==> src/rtl/cnna_div_pkg.sv <==
// Shared widths, saturation limits and FSM states for the CNNA requant divider.
package cnna_div_pkg;

    localparam int unsigned DIVIDEND_W = 32;
    localparam int unsigned DIVISOR_W  = 15;
    localparam int unsigned QUOT_W     = 26;
    localparam int unsigned CNT_W      = $clog2(DIVIDEND_W + 1);

    localparam logic [QUOT_W-1:0] QMAX = {1'b0, {(QUOT_W-1){1'b1}}};
    localparam logic [QUOT_W-1:0] QMIN = {1'b1, {(QUOT_W-1){1'b0}}};

    // Quotient magnitudes at which the signed result stops fitting in QUOT_W bits.
    localparam logic [DIVIDEND_W-1:0] QMAX_MAG = DIVIDEND_W'(QMAX);
    localparam logic [DIVIDEND_W-1:0] QMIN_MAG = DIVIDEND_W'(QMIN);

    typedef enum logic [1:0] {
        StIdle,
        StCalc,
        StDone
    } state_e;

endpackage

==> src/rtl/cnna_div_restoring_step.sv <==
// One radix-2 restoring division step: shift in a dividend bit, trial-subtract the divisor.
module cnna_div_restoring_step
    import cnna_div_pkg::*;
(
    input  logic [DIVISOR_W-1:0] prem,
    input  logic                 bit_in,
    input  logic [DIVISOR_W-1:0] divisor,
    output logic [DIVISOR_W:0]   prem_next,
    output logic                 qbit
);

    logic [DIVISOR_W:0]   shifted;
    logic [DIVISOR_W+1:0] diff;

    always_comb begin
        shifted   = {prem, bit_in};
        diff      = {1'b0, shifted} - {2'b00, divisor};
        // No borrow out means the trial difference is non-negative.
        qbit      = ~diff[DIVISOR_W+1];
        prem_next = qbit ? diff[DIVISOR_W:0] : shifted;
    end

endmodule

==> src/rtl/cnna_div_32s_15ns_26s_seq.sv <==
// Sequential signed / unsigned divider with saturated 26-bit quotient, valid/ready on both sides.
module cnna_div_32s_15ns_26s_seq
    import cnna_div_pkg::*;
(
    input  logic                  ap_clk,
    input  logic                  ap_rst,
    input  logic                  in_valid,
    output logic                  in_ready,
    input  logic [DIVIDEND_W-1:0] dividend,
    input  logic [DIVISOR_W-1:0]  divisor,
    output logic                  out_valid,
    input  logic                  out_ready,
    output logic [QUOT_W-1:0]     quotient,
    output logic [DIVISOR_W:0]    remainder,
    output logic                  overflow,
    output logic                  div_by_zero
);

    state_e                state_q, state_d;
    logic [DIVIDEND_W-1:0] mag_q, mag_d;
    logic [DIVIDEND_W-2:0] quo_q, quo_d;
    logic [DIVISOR_W-1:0]  dvs_q, dvs_d;
    logic [DIVISOR_W-1:0]  prem_q, prem_d;
    logic                  neg_q, neg_d;
    logic [CNT_W-1:0]      cnt_q, cnt_d;
    logic [QUOT_W-1:0]     quotient_q, quotient_d;
    logic [DIVISOR_W:0]    remainder_q, remainder_d;
    logic                  overflow_q, overflow_d;
    logic                  dbz_q, dbz_d;

    logic [DIVISOR_W:0]    step_rem;
    logic                  step_qbit;
    logic [DIVIDEND_W-1:0] qmag;
    logic [QUOT_W-1:0]     res_quot;
    logic [DIVISOR_W:0]    res_rem;
    logic                  res_ovf, res_dbz;

    cnna_div_restoring_step u_step (
        .prem      (prem_q),
        .bit_in    (mag_q[DIVIDEND_W-1]),
        .divisor   (dvs_q),
        .prem_next (step_rem),
        .qbit      (step_qbit)
    );

    // Result of the final iteration, with sign fix-up and saturation.
    always_comb begin
        qmag     = {quo_q, step_qbit};
        res_ovf  = 1'b0;
        res_dbz  = 1'b0;
        res_rem  = neg_q ? ({(DIVISOR_W+1){1'b0}} - step_rem) : step_rem;
        res_quot = neg_q ? ({QUOT_W{1'b0}} - qmag[QUOT_W-1:0]) : qmag[QUOT_W-1:0];
        if (dvs_q == '0) begin
            res_dbz  = 1'b1;
            res_rem  = '0;
            res_quot = neg_q ? QMIN : QMAX;
        end else if (!neg_q && (qmag > QMAX_MAG)) begin
            res_ovf  = 1'b1;
            res_quot = QMAX;
        end else if (neg_q && (qmag > QMIN_MAG)) begin
            res_ovf  = 1'b1;
            res_quot = QMIN;
        end
    end

    always_comb begin
        state_d     = state_q;
        mag_d       = mag_q;
        quo_d       = quo_q;
        dvs_d       = dvs_q;
        prem_d      = prem_q;
        neg_d       = neg_q;
        cnt_d       = cnt_q;
        quotient_d  = quotient_q;
        remainder_d = remainder_q;
        overflow_d  = overflow_q;
        dbz_d       = dbz_q;
        in_ready    = (state_q == StIdle);
        out_valid   = (state_q == StDone);

        unique case (state_q)
            StIdle: begin
                if (in_valid) begin
                    // Two's-complement negate in DIVIDEND_W bits maps -2^31 to 2^31 unsigned.
                    neg_d   = dividend[DIVIDEND_W-1];
                    mag_d   = dividend[DIVIDEND_W-1] ? ({DIVIDEND_W{1'b0}} - dividend) : dividend;
                    dvs_d   = divisor;
                    prem_d  = '0;
                    quo_d   = '0;
                    cnt_d   = '0;
                    state_d = StCalc;
                end
            end
            StCalc: begin
                mag_d  = {mag_q[DIVIDEND_W-2:0], 1'b0};
                quo_d  = {quo_q[DIVIDEND_W-3:0], step_qbit};
                prem_d = step_rem[DIVISOR_W-1:0];
                cnt_d  = cnt_q + CNT_W'(1);
                if (cnt_q == CNT_W'(DIVIDEND_W - 1)) begin
                    quotient_d  = res_quot;
                    remainder_d = res_rem;
                    overflow_d  = res_ovf;
                    dbz_d       = res_dbz;
                    state_d     = StDone;
                end
            end
            StDone: begin
                if (out_ready) begin
                    state_d = StIdle;
                end
            end
            default: state_d = StIdle;
        endcase
    end

    always_ff @(posedge ap_clk) begin
        if (ap_rst) begin
            state_q     <= StIdle;
            mag_q       <= '0;
            quo_q       <= '0;
            dvs_q       <= '0;
            prem_q      <= '0;
            neg_q       <= 1'b0;
            cnt_q       <= '0;
            quotient_q  <= '0;
            remainder_q <= '0;
            overflow_q  <= 1'b0;
            dbz_q       <= 1'b0;
        end else begin
            state_q     <= state_d;
            mag_q       <= mag_d;
            quo_q       <= quo_d;
            dvs_q       <= dvs_d;
            prem_q      <= prem_d;
            neg_q       <= neg_d;
            cnt_q       <= cnt_d;
            quotient_q  <= quotient_d;
            remainder_q <= remainder_d;
            overflow_q  <= overflow_d;
            dbz_q       <= dbz_d;
        end
    end

    assign quotient    = quotient_q;
    assign remainder   = remainder_q;
    assign overflow    = overflow_q;
    assign div_by_zero = dbz_q;

endmodule

==> config.mk <==
export PLATFORM = sky130hd
export DESIGN_NAME = cnna_div_32s_15ns_26s_seq
export DESIGN_NICKNAME = d
export VERILOG_FILES = /design/src/rtl/cnna_div_pkg.sv /design/src/rtl/cnna_div_restoring_step.sv /design/src/rtl/cnna_div_32s_15ns_26s_seq.sv
export SDC_FILE = /design/constraint.sdc
export NUM_CORES = 1
export LEC_CHECK = 0
export CAP_MARGIN = 25
export CORE_MARGIN = 2
export CORE_UTILIZATION = 60
export CTS_CLUSTER_SIZE = 30
export DETAILED_ROUTE_END_ITERATION = 7
export MAX_ROUTING_LAYER = met4
export PLACE_DENSITY = 0.85
export SYNTH_ARGS = -nofsm -noshare
export SYNTH_HDL_FRONTEND = slang
export SYNTH_SLANG_ARGS = --single-unit
==> constraint.sdc <==
create_clock -name ap_clk -period 7.9 [get_ports ap_clk]
set_input_delay 1.58 -clock ap_clk [delete_from_list [all_inputs] [get_ports ap_clk]]
set_output_delay 1.58 -clock ap_clk [all_outputs]
set_load 0.005 [all_outputs]
* After elaboration in Yosys (flattened, before gate mapping)
Index checks and enable logic that the tools add are counted.
Cells by class: div/mod/pow operators 0, $lt $le $gt $ge 2, bitwise operators 1, reduce and logical (&&, ||, !) cells 10, add/sub/neg operators 5, shift-type cells 0, muxes and demuxes 25, multiply operators 0, equality and inequality tests 6
Operators with widths (number):
- $mux W26 | 5
- $mux W32 | 2
- $pmux W32 S2 | 1
- $pmux W31 S2 | 1
- $mux W16 | 3
- $gt A32 B25 Y1 const B | 1
- $gt A32 B26 Y1 const B | 1
- $sub A1 B32 Y32 const A | 1
- $mux W31 | 1
- $pmux W15 S2 | 1
- $sub A1 B26 Y26 const A | 1
- $sub A16 B15 Y17 | 1
- $sub A1 B16 Y16 const A | 1
- $logic_not A15 Y1 | 1
- $mux W15 | 1
- $pmux W6 S2 | 1
- $add A6 B1 Y6 const B | 1
- $eq A6 B5 Y1 const B | 1
- $mux W2 | 3
- $mux W6 | 1
- $pmux W2 S3 | 1
- $reduce_and A2 Y1 | 3
- $mux W1 | 4
- $ne A2 B2 Y1 const B | 2
- other kinds (9) | 10
Storage, ports and cells: output and inout port bits 46, memories kept 0, ROM bits 0, flip-flop bits (word level) 146, bits in latches 0, memory bits (writable) 0, bits of input ports 51

* Logic depth before layout (Yosys ltp)
word-level depth 7, mapped depth 20, gate-level depth less buffers 18

* Cells and area by module
A second synthesis with hierarchy kept.
Unflattened totals: cells, all modules 1035, area, all modules 7995.2 um^2
By module, submodules not included:
- cnna_div_32s_15ns_26s_seq | area an instance 7003.0 um^2, seq. area each 2922.8 um^2, cells each 881, times used 1
- cnna_div_restoring_step | area an instance 992.2 um^2, seq. area each 0.0 um^2, cells each 154, times used 1

* Worst setup path before layout
OpenSTA, ideal clock, no wires.
path type reg2reg, start reg mag_q[31], end reg remainder_q[14], in the netlist remainder[14], stages on the path, launching flop included 19, data required time 7.778 ns, clock period less this slack 4.248 ns, path slack 3.652 ns, arrival 4.126 ns, library setup time 0.122 ns, cells stage by stage dfxtp_1 > inv_1 > ha_1 > fa_1 > nand2b_1 > a21oi_1 > o211ai_4 > nand2_4 > clkbuf_1 > clkbuf_1 > nand2_1 > o21ai_0 > ha_1 > nand2_1 > or4b_2 > a21o_1 > o41ai_1 > xor2_1 > o21ai_1
On the way: longest elaborated chain between the ends 5
RTL lines:
- start: declaration | line cnna_div_32s_15ns_26s_seq.sv:20 | logic [DIVIDEND_W-1:0] mag_q, mag_d;
- start signal: assignment | line cnna_div_32s_15ns_26s_seq.sv:131 | mag_q <= mag_d;
- $sub A16 B15 Y17 | line cnna_div_restoring_step.sv:17 | diff = {1'b0, shifted} - {2'b00, divisor};
- $mux W16 * | line cnna_div_restoring_step.sv:20 | prem_next = qbit ? diff[DIVISOR_W:0] : shifted;
- $sub A1 B16 Y16 | line cnna_div_32s_15ns_26s_seq.sv:51 | res_rem = neg_q ? ({(DIVISOR_W+1){1'b0}} - step_rem) : step_rem;
- $mux W16 * | line cnna_div_32s_15ns_26s_seq.sv:51
- $mux W16 * | line cnna_div_32s_15ns_26s_seq.sv:53 | if (dvs_q == '0) begin
- end signal: assignment | line cnna_div_32s_15ns_26s_seq.sv:138 | remainder_q <= remainder_d;
- end: declaration | line cnna_div_32s_15ns_26s_seq.sv:27 | logic [DIVISOR_W:0] remainder_q, remainder_d;
Mark *: on every way between the ends. The rest lies on a longest branch, timed or not. A chain may end at the register's enable or synchronous reset.

* Final worst setup path
start reg dvs_q[13], end reg quotient_q[24], in the netlist quotient[24]
On the way: longest elaborated chain between the ends 7, elaborated cells between the ends (all ways) 12
RTL lines:
- start: declaration | line cnna_div_32s_15ns_26s_seq.sv:22 | logic [DIVISOR_W-1:0] dvs_q, dvs_d;
- start signal: assignment | line cnna_div_32s_15ns_26s_seq.sv:133 | dvs_q <= dvs_d;
- $sub A16 B15 Y17 | line cnna_div_restoring_step.sv:17
- $not A1 Y1 | line cnna_div_restoring_step.sv:19 | qbit = ~diff[DIVISOR_W+1];
- $sub A1 B26 Y26 or $gt A32 B26 Y1 (tied branches) | line cnna_div_32s_15ns_26s_seq.sv:52, cnna_div_32s_15ns_26s_seq.sv:60
- $mux W26 or $logic_and A1 B1 Y1 (tied branches) | line cnna_div_32s_15ns_26s_seq.sv:52, cnna_div_32s_15ns_26s_seq.sv:60
- $mux W26 | line cnna_div_32s_15ns_26s_seq.sv:60 | end else if (neg_q && (qmag > QMIN_MAG)) begin
- $mux W26 | line cnna_div_32s_15ns_26s_seq.sv:57 | end else if (!neg_q && (qmag > QMAX_MAG)) begin
- $mux W26 * | line cnna_div_32s_15ns_26s_seq.sv:53
- end signal: assignment | line cnna_div_32s_15ns_26s_seq.sv:137 | quotient_q <= quotient_d;
- end: declaration | line cnna_div_32s_15ns_26s_seq.sv:26 | logic [QUOT_W-1:0] quotient_q, quotient_d;
Marks and branches as above.

==> flow_summary.json <==
{
  "outcome": "complete, no violations",
  "detailed_place_hpwl_um": 13100,
  "reg2reg_slack_ps": 3450,
  "fp.dieW_um": 120,
  "skew_ps": 7.83,
  "place_ws_ps": 3210,
  "cp.arrival_ps": 4740,
  "grt_pass1_vias": 7206,
  "synth_flop_cell": "dfxtp_1",
  "gp_congestion": 0.918,
  "wl_met3_um": 1480,
  "slew_headroom": 0.321,
  "ys_ff_latch": 146,
  "synth_top_area_frac": 0.365,
  "finalSetupTns_ps": 0,
  "end_kind": "flip-flop",
  "fp.dieH_um": 120,
  "p_seq_frac": 0.257,
  "dr.pass1.iters": 5,
  "vias_per_cell": 6.11,
  "syn_nets": 1125,
  "antenna_found_initial": 0,
  "cap_violations": 0,
  "slew_viol_final": 0,
  "synth_warnings": 0,
  "yosysUniqueCellTypes": 63,
  "port_buffers": 96,
  "synthCells": 1054,
  "synth-compound-area-share": 0.241,
  "final_layout_size_suffix_gt1_frac": 0.0512,
  "nFillCells": 1056,
  "worst_pin_slew_ps": 1020,
  "ctsResizeCount": 0,
  "cp_max_fo": 21,
  "clockBufferDepth": 2,
  "rsz0062_at_grt": "false",
  "power_switching_share": 0.405,
  "ir_worst_vdd_mv": 0.206,
  "pwr-share-comb": 0.473,
  "ys_seq_area_frac": 0.365,
  "final.period_utilization": 0.564,
  "start_util": 0.610,
  "drc_errors": 0,
  "max_clock_freq_mhz": 225,
  "via_count": 7879,
  "r2r_start": "dvs_q[13]",
  "hold_buffers": 0,
  "p_int_uw": 1910,
  "powerDensity_nw_per_um2": 334,
  "synth-edff-count": 0,
  "wl_per_cell_um": 15.5,
  "clk_latency_ps": 430,
  "finalWirelength_um": 20000,
  "syn_area_um2": 8010,
  "numClockSinks": 146,
  "postCtsSetupRepairBufs": 0,
  "synth_top_family_by_area": "compound AO/OA/AOI/OAI gates",
  "yosys.area.top_type": "dfxtp_1",
  "p_switching_uw": 1300,
  "grt_max_degree": 82,
  "min_path_type": "reg -> reg",
  "drt-met1-wl_um": 8860,
  "track_usage": 0.293,
  "muxShareOfSynthArea": 0.00500,
  "hold_ws_ps": 444,
  "setup.worst_path.start": "dvs_q[13]",
  "top_layer": "met4",
  "cp-start-kind": "flip-flop",
  "totalPowerFinal_uw": 3210,
  "synth_adder_area_share": 0.0322,
  "coreArea_um2": 13100,
  "wl_met2_um": 9330,
  "critical_path_class": "reg -> reg",
  "synthSimpleGateAreaFrac": 0.237,
  "hold_viol": 0,
  "min_period_ps": 4450,
  "setup_ws_ps": 3450,
  "cts_tree": "built",
  "synth.avg_cell_area_um2": 7.60,
  "num_rows": 42,
  "ios": 97,
  "r2r-end": "quotient[24]",
  "clockPowerShare": 0.269,
  "drt_iter0_drc": 768,
  "synth_xor_area_frac": 0.0711,
  "antenna_cells": 0,
  "fp.dieArea_um2": 14300,
  "reg2reg_depth": 14,
  "clockRootBuffer": "clkbuf_16",
  "setup_viol": 0,
  "synth-async-reset-ratio": 0,
  "grt-ovfl-total": 0,
  "yosysMostFrequentCell": "nand2_1",
  "cts_buffers": 17,
  "antenna_left": 0,
  "grt_pass1_wl_um": 33600,
  "crit_end": "quotient[24]",
  "clkTransAtPathRegs_ps": 60,
  "cts_max_level": 4,
  "cp.required_ps": 8190,
  "nNetsFinal": 1171,
  "synthTopCellsByArea": "dfxtp_1 36%, nand2_1 8.0%, a21oi_1 7.9%, xnor2_1 4.2%, nor2_1 4.1%",
  "area_delta_synth_final_pct": 19.9,
  "synthTopCellsByCount": "170 x nand2_1, 146 x dfxtp_1, 126 x a21oi_1",
  "p_leak_uw": 0.00339
}
-- critical path, stage by stage, from the launching register on --
cell and delay (ps):
dfxtp_1 370, inv_1 90, ha_1 370, a21o_1 210
a211oi_1 250, o21a_1 460, nand2_4 270, inv_4 260
ha_1 310, nand3_1 130, nor4_1 750, a211o_1 230
a21oi_1 50, a2111oi_0 470, nor3_1 90
-- worst min path at each step --
stage	start	end	slack [ps]	cells past startpoint
finish	remainder[14]	remainder[14]	440	2
global route	remainder[14]	remainder[14]	460	2
CTS	remainder[14]	remainder[14]	450	2
detailed placement	remainder[14]	remainder[14]	440	2
global placement	remainder[13]	remainder[13]	440	2
floorplan	remainder[15]	remainder[15]	440	2
-- placed cells by master (no fill, tap or decap), types with 5 or more instances in the layout --
| cell type | n |
|---|---|
| nand2_1 | 169 |
| dfxtp_1 | 146 |
| a21oi_1 | 126 |
| clkdlybuf4s50_1 | 95 |
| nor2_1 | 86 |
| nand3_1 | 50 |
| o21ai_0 | 43 |
| a22oi_1 | 42 |
| xnor2_1 | 38 |
| xor2_1 | 27 |
| nor3_1 | 25 |
| inv_1 | 22 |
| ha_1 | 19 |
| clkbuf_16 | 17 |
| a31oi_1 | 13 |
| o31ai_1 | 13 |
| or4_1 | 12 |
| nor4_1 | 10 |
| and3_1 | 9 |
| o311ai_0 | 9 |
| or3_1 | 9 |
| buf_4 | 9 |
| nor2b_1 | 8 |
| a221oi_1 | 8 |
| o21a_1 | 6 |
| a211oi_1 | 6 |
| nand2b_1 | 6 |
| o22ai_1 | 6 |
| o41ai_1 | 6 |
| a21o_1 | 5 |
-- power by group through the flow --
stage	combinational [uW]	clock [uW]	sequential [uW]
after detailed placement	1470	0	839
after global routing	1670	908	829
after floorplan	1200	0	824
after global placement	1440	0	838
final	1520	863	825
after CTS	1490	870	823
-- flip-flops by register name, summed over array words and instances (netlist names), 2 cells and up --
name       cells
remainder     16
mag_q         32
dvs_q         15
quotient      26
state_q        2
cnt_q          6
quo_q         31
prem_q        15
-- layout make-up --
type / instances / area (um^2) / area share
inverters: 24 / 92.6 / 0.00964
repair buffers: 104 / 1020 / 0.106
multi-input cells: 807 / 4710 / 0.491
flip-flops and latches: 146 / 2920 / 0.304
clock buffers: 19 / 453 / 0.0472
well taps: 176 / 220 / 0.0229
clock inverters: 13 / 181 / 0.0189
-- layer usage --
metal,global-route usage,vias to the layer above
met4,0.112,0
met2,0.459,321
li1,-,3864
met1,0.376,3656
met3,0.0604,38
met5,-,-
-- logic make-up (layout without fill, tap and decap cells) --
logic type / after synthesis / count (layout)
multiplexers: 4 / 4
flip-flops: 146 / 146
buffers and inverters: 101 / 160
adder cells (fa/ha/maj): 20 / 20
AO/OA/AOI/OAI: 307 / 307
AND/OR/NAND/NOR: 411 / 411
XOR/XNOR: 65 / 65
-- through the flow --
step / cell area, um^2 / utilization / instances
after floorplan: 8010 / - / 1054
after global placement: 8970 / 0.683 / 1257
after detailed placement: 8970 / 0.683 / 1257
after CTS: 9600 / 0.731 / 1289
after global routing: 9600 / 0.731 / 1289
final: 9600 / 0.731 / 1289
Power figures use the tool's default switching activity.
